[src/rtl/maze_pkg.sv]
// Shared types and constants for the maze generator: direction and FSM
// encodings, LFSR taps/seed, and cell-index to maze-coordinate mapping.
package maze_pkg;

  typedef enum logic [2:0] {
    RIGHT = 3'd0,
    LEFT  = 3'd1,
    DOWN  = 3'd2,
    UP    = 3'd3,
    NONE  = 3'd4
  } dir_e;

  typedef enum logic [2:0] {
    IDLE,
    INIT,
    CARVE,
    OPEN,
    DONE
  } state_e;

  // Fibonacci taps 16,14,13,11 (bits 15,13,12,10)
  localparam logic [15:0] LFSR_TAPS    = 16'hB400;
  localparam logic [15:0] DEFAULT_SEED = 16'hACE1;

  typedef struct packed {
    logic [15:0] y;
    logic [15:0] x;
  } xy_t;

  function automatic xy_t cell_to_xy(input int unsigned idx, input int unsigned c);
    xy_t r;
    r.x = 16'(2 * (idx % c) + 1);
    r.y = 16'(2 * (idx / c) + 1);
    return r;
  endfunction

endpackage

[src/rtl/maze_lfsr.sv]
// 16-bit Fibonacci LFSR; a zero seed is replaced by DEFAULT_SEED so the
// register can never lock up. Only the two low bits are consumed.
module maze_lfsr #(
  parameter logic [15:0] DEFAULT_SEED = maze_pkg::DEFAULT_SEED
) (
  input  logic        clk,
  input  logic        rst,
  input  logic        load,
  input  logic [15:0] seed_in,
  input  logic        advance,
  output logic [1:0]  lfsr_lo
);
  import maze_pkg::*;

  logic [15:0] lfsr_q;

  always_ff @(posedge clk) begin
    if (rst) begin
      lfsr_q <= DEFAULT_SEED;
    end else if (load) begin
      lfsr_q <= (seed_in == 16'h0000) ? DEFAULT_SEED : seed_in;
    end else if (advance) begin
      lfsr_q <= {lfsr_q[14:0], ^(lfsr_q & LFSR_TAPS)};
    end
  end

  assign lfsr_lo = lfsr_q[1:0];

endmodule

[src/rtl/maze_generator.sv]
// Recursive-backtracker maze generator: carves a perfect maze into a
// size x size wall bitmap (1=wall), one DFS step per clock.
module maze_generator #(
  parameter int unsigned size         = 9,
  parameter int unsigned N            = 4,
  parameter logic [15:0] DEFAULT_SEED = maze_pkg::DEFAULT_SEED
) (
  input  logic                      clk,
  input  logic                      rst,
  input  logic                      start,
  input  logic [15:0]               seed,
  output logic [size-1:0][size-1:0] maze,
  output logic                      busy,
  output logic                      done,
  output logic [N-1:0]              x,
  output logic [N-1:0]              y
);
  import maze_pkg::*;

  localparam int unsigned C     = (size - 1) / 2;
  localparam int unsigned CELLS = C * C;
  localparam int unsigned CW    = $clog2(CELLS);
  localparam int unsigned SPW   = $clog2(CELLS + 1);

  // All walls set, every odd/odd cell position open.
  localparam logic [size-1:0]            ODD_ROW   = {{C{2'b10}}, 1'b1};
  localparam logic [size-1:0][size-1:0]  INIT_MAZE = {{size{1'b1}}, {C{ODD_ROW, {size{1'b1}}}}};

  state_e                   state_q;
  logic [size-1:0][size-1:0] maze_q;
  logic                     busy_q, done_q;
  logic [N-1:0]             x_q, y_q;
  logic [CELLS-1:0]         visited_q;
  logic [CW-1:0]            stack_q [CELLS];
  logic [SPW-1:0]           sp_q;

  logic [1:0]    lfsr_lo;
  logic          accept;
  logic [CW-1:0] top_ptr, top_cell;
  xy_t           top_xy;
  logic [3:0]    avail;
  logic [CW-1:0] nidx [4];
  logic          nb_found;
  logic [1:0]    nb_d;
  dir_e          nb_dir;
  logic [CW-1:0] nb_idx;
  logic [N-1:0]  wall_x, wall_y, nb_x, nb_y;

  assign accept = (state_q == IDLE || state_q == DONE) && start;

  maze_lfsr #(.DEFAULT_SEED(DEFAULT_SEED)) u_lfsr (
    .clk     (clk),
    .rst     (rst),
    .load    (accept),
    .seed_in (seed),
    .advance (state_q == CARVE),
    .lfsr_lo (lfsr_lo)
  );

  always_comb begin
    top_ptr  = CW'(sp_q - SPW'(1));
    top_cell = stack_q[top_ptr];
    top_xy   = cell_to_xy(32'(top_cell), C);

    nidx[0] = top_cell + CW'(1);
    nidx[1] = top_cell - CW'(1);
    nidx[2] = top_cell + CW'(C);
    nidx[3] = top_cell - CW'(C);
    avail[0] = (top_xy.x < 16'(size - 2)) && !visited_q[nidx[0]];
    avail[1] = (top_xy.x > 16'd1)         && !visited_q[nidx[1]];
    avail[2] = (top_xy.y < 16'(size - 2)) && !visited_q[nidx[2]];
    avail[3] = (top_xy.y > 16'd1)         && !visited_q[nidx[3]];

    // Scan starts at the random direction and rotates through all four.
    nb_found = 1'b0;
    nb_d     = '0;
    for (int unsigned k = 0; k < 4; k++) begin
      if (!nb_found && avail[lfsr_lo + 2'(k)]) begin
        nb_found = 1'b1;
        nb_d     = lfsr_lo + 2'(k);
      end
    end
    nb_dir = nb_found ? dir_e'({1'b0, nb_d}) : NONE;
    nb_idx = nidx[nb_d];

    wall_x = N'(top_xy.x);
    wall_y = N'(top_xy.y);
    nb_x   = N'(top_xy.x);
    nb_y   = N'(top_xy.y);
    case (nb_dir)
      RIGHT: begin wall_x = N'(top_xy.x + 16'd1); nb_x = N'(top_xy.x + 16'd2); end
      LEFT:  begin wall_x = N'(top_xy.x - 16'd1); nb_x = N'(top_xy.x - 16'd2); end
      DOWN:  begin wall_y = N'(top_xy.y + 16'd1); nb_y = N'(top_xy.y + 16'd2); end
      UP:    begin wall_y = N'(top_xy.y - 16'd1); nb_y = N'(top_xy.y - 16'd2); end
      default: ;
    endcase
  end

  always_ff @(posedge clk) begin
    if (rst) begin
      state_q   <= IDLE;
      maze_q    <= '1;
      busy_q    <= 1'b0;
      done_q    <= 1'b0;
      x_q       <= '0;
      y_q       <= '0;
      visited_q <= '0;
      sp_q      <= '0;
    end else begin
      case (state_q)
        IDLE, DONE: begin
          if (start) begin
            busy_q  <= 1'b1;
            done_q  <= 1'b0;
            state_q <= INIT;
          end
        end
        INIT: begin
          maze_q     <= INIT_MAZE;
          visited_q  <= CELLS'(1);
          stack_q[0] <= '0;
          sp_q       <= SPW'(1);
          x_q        <= N'(1);
          y_q        <= N'(1);
          state_q    <= CARVE;
        end
        CARVE: begin
          if (nb_found) begin
            maze_q[wall_y][wall_x] <= 1'b0;
            visited_q[nb_idx]      <= 1'b1;
            stack_q[CW'(sp_q)]     <= nb_idx;
            sp_q                   <= sp_q + SPW'(1);
            x_q                    <= nb_x;
            y_q                    <= nb_y;
          end else begin
            sp_q <= sp_q - SPW'(1);
            if (sp_q == SPW'(1)) state_q <= OPEN;
          end
        end
        OPEN: begin
          maze_q[0][1]           <= 1'b0;
          maze_q[size-1][size-2] <= 1'b0;
          done_q                 <= 1'b1;
          busy_q                 <= 1'b0;
          state_q                <= DONE;
        end
        default: state_q <= IDLE;
      endcase
    end
  end

  assign maze = maze_q;
  assign busy = busy_q;
  assign done = done_q;
  assign x    = x_q;
  assign y    = y_q;

endmodule

[config.mk]
export PLATFORM = sky130hd
export DESIGN_NAME = maze_generator
export DESIGN_NICKNAME = d
export VERILOG_FILES = /design/src/rtl/maze_pkg.sv /design/src/rtl/maze_lfsr.sv /design/src/rtl/maze_generator.sv
export SDC_FILE = /design/constraint.sdc
export NUM_CORES = 1
export LEC_CHECK = 0
export CAP_MARGIN = 20
export CORE_UTILIZATION = 60
export DETAILED_ROUTE_END_ITERATION = 10
export PLACE_DENSITY = 0.9
export SLEW_MARGIN = 0
export SYNTH_ARGS = -nofsm -noshare
export SYNTH_HDL_FRONTEND = slang
export SYNTH_SLANG_ARGS = --single-unit
[constraint.sdc]
create_clock -name clk -period 11.6 [get_ports clk]
set_clock_uncertainty 0.15 [all_clocks]
set_input_delay 2.32 -clock clk [delete_from_list [all_inputs] [get_ports clk]]
set_output_delay 2.32 -clock clk [all_outputs]
set_load 0.02 [all_outputs]
==> metrics.txt <==
status=complete, but fails checks; failing checks=DRC; CTS H-tree lvls=4; EDFF count, synth=64; initial antenna violation count=0; share of cells above drive strength 1=11.7%; drt initial violations=a little over 900; Root Buffer=clkbuf_16; first-pass GRT wire length=about 38 mm; CTS tree=built; # rows=44; max-slew violations=0; most common cell after layout, fill and taps aside=dfxtp_1; chip width=125 microns; Initial Util=61.9%; residual antenna-violating net count after detailed routing=0; PortBufs=~110; post-place setup slack=3.93 ns; GR Layer Usage met1=40.6%; cts bufs inserted=17; minimum clock period=7.95 ns; Worst Path Required=11.78 ns; Core ar.=0.0146 sq mm; setup TNS=0 ns; largest cells by area after synthesis=dfxtp_1 29%, edfxtp_1 21%, mux4_2 4.7%; full die area=~0.016 sq mm; final setup margin=approximately 3.6 ns; RD Place Congestion=approximately 1; # resized after CTS=0; VDD IR max=0.200 mV; # clock sinks=194; synthesized flop and latch total=a little under 200; area leader, netlist=dfxtp_1; total grt overflow=0; syn avg cell area=about 11 sq um; Least-Margin Pin Slew=1.07 ns; Worst-Skew Late Latency=0.44 ns; via-per-instance ratio=around 6.8; relative slew slack=28.1%; Top delay family on crit path=adder cells; Pre-antenna DRT Iters=9; number of global-route vias before repair=7,217; Final Hold Vio Count=0; GRT met3 Usage=under 10%; commonest cells after routing, fill and taps aside=130 x dfxtp_1, 108 x clkdlybuf4s50_1, 64 x edfxtp_1; antenna diode count=0; Final period util=68.6%; instance count of the mapped netlist=835; RSZ-0062 raised after global routing=no; GR peak layer=met2; DR vias=~7,600; largest net degree at the start of global routing=slightly above 70; Nets=952; mapped cell area=0.00907 sq mm; number of I/O pins=110; area share of the largest cell type after synthesis=28.7%; Critical Setup Path Class=flip-flop to flip-flop; DRC Markers=10; CP Max Fanout=21; Setup Viol. Count Final=0; Leak=3.74 nW; DP HPWL=between 15 and 20 mm; Routed WL per cell=21.6 microns; Fin Hold WS=0.297 ns; P per Cell Area=between 200 and 250 mW/mm^2; Mapped Nets=868; Top cell by count, worst path=ha_1; Startpoint Class=flip-flop; CP Cell Sequence=inv_1, ha_1, mux2i_1, mux4_2, mux2_8, inv_2, ha_1, inv_1, a21oi_1, o21ai_0, and3_1, or3_1, a31oi_2, nand2_1, nor2_1, ha_1, o31a_1, nand4_1, o32a_1; CP max-delay cell=ha_1; hold_sp=maze[56]; final instance area=0.0108 sq mm; Async SR Flop Fraction=0%; area grow syn2layout=19.0%; FMAX=~130 MHz; Post-CTS Setup Bufs=0; Final Power=roughly 2.5 mW; clk buf depth=2; global-route met2 utilization=between 50% and 60%; Synth warnings=0; top_reg_cell synth=dfxtp_1; global-route usage over all layers=between 30% and 40%; Netlist cell types=roughly 90; Clock transition at path regs=0.08 ns; Crit path largest cell delay=0.99 ns; Buf/Inv on CP=3; Post-DP Area=0.0102 sq mm; reg2reg start=sp_q[1]; register area share after synthesis=49.9%; CP arrival=8.13 ns; Critical path origin=sp_q[1]; WL final=24.1 mm; Hold WC Path Type=flip-flop to flip-flop; number of max-cap violations=0; Die Ht=approximately 120 microns; cts hold-fix bufs=0; Crit. End Element=flip-flop
## worst register-to-register path, delay by kind of cell (launching register included)
| family | cells | cell delay [ns] |
|---|---|---|
| multiplexers | 3 | 1.28 |
| adder cells (fa/ha/maj) | 3 | 1.80 |
| buffers and inverters | 3 | 0.72 |
| flip-flops | 1 | 0.64 |
| AND/OR/NAND/NOR | 5 | 1.58 |
| AO/OA/AOI/OAI | 5 | 1.67 |
## final cells by class
cell class / count / area (sq um)
multi-input cells: 564 / 4180
clock buffers: 17 / 425
inverters: 22 / 87.6
repair buffers: 120 / 1170
flip-flops and latches: 194 / 4520
fillers: 926 / 3850
well taps: 184 / 230
clock inverters: 15 / 178
## cell usage after synthesis (5+ instances only)
cell type and n:
inv_1 17, nand4_1 17, a221oi_1 7, nand2b_1 6
o22ai_1 7, o22a_1 8, xnor2_1 9, clkbuf_1 36
o31ai_1 12, o32a_1 6, dfxtp_1 130, a211oi_1 7
nor4_1 20, buf_6 7, edfxtp_1 64, a32o_1 7
nor3_1 20, o31a_1 5, a21oi_1 42, ha_1 12
mux4_2 19, o21ai_0 37, mux2i_1 36, a21o_1 13
a31o_2 8, nand2_1 41, or3_1 39, and3_1 5
buf_2 7, nand3_1 38, nor2_1 60
## path summary, 6_finish.rpt
check        cells after the start       end  slack, ns
max                             19  maze[51]       3.65
min                              1  maze[56]       0.30
max reg2reg                     19  maze[51]       3.65
min reg2reg                      1  maze[56]       0.30
## routing by layer
metal	vias to the layer above	wire, microns
met5	-	0
met4	0	728
met3	60	2070
met2	453	11500
met1	3681	9740
li1	3371	-
## where the power goes
group | switching (mW) | leakage (nW) | internal (mW) | total, mW
registers | 0.0280 | 1.65 | 0.734 | 0.762
clock network | 0.302 | 0.291 | 0.294 | 0.596
logic | 0.791 | 1.79 | 0.364 | 1.15
total | 1.12 | 3.74 | 1.39 | 2.51
## flip-flops by register name, summed over array words and instances (netlist names)
signal	cells
maze	81
stack_q	64
u_lfsr.lfsr_q	16
visited_q	16
sp_q	5
x	4
state_q	3
y	3
busy	1
done	1
## cell families after synthesis
group	share of synthesized area, %
AO/OA/AOI/OAI	17.1
adder cells (fa/ha/maj)	2.10
XOR/XNOR	1.42
flip-flops	49.9
AND/OR/NAND/NOR	16.0
multiplexers	9.48
buffers and inverters	4.04
## metrics by stage
step / std cells / util, %
2_1_floorplan: 835 / -
3_3_place_gp: 1080 / 69.4
3_5_place_dp: 1080 / 69.4
4_1_cts: 1112 / 73.5
5_1_grt: 1116 / 73.7
6_report: 1116 / 73.7
Power figures use the tool's default switching activity.
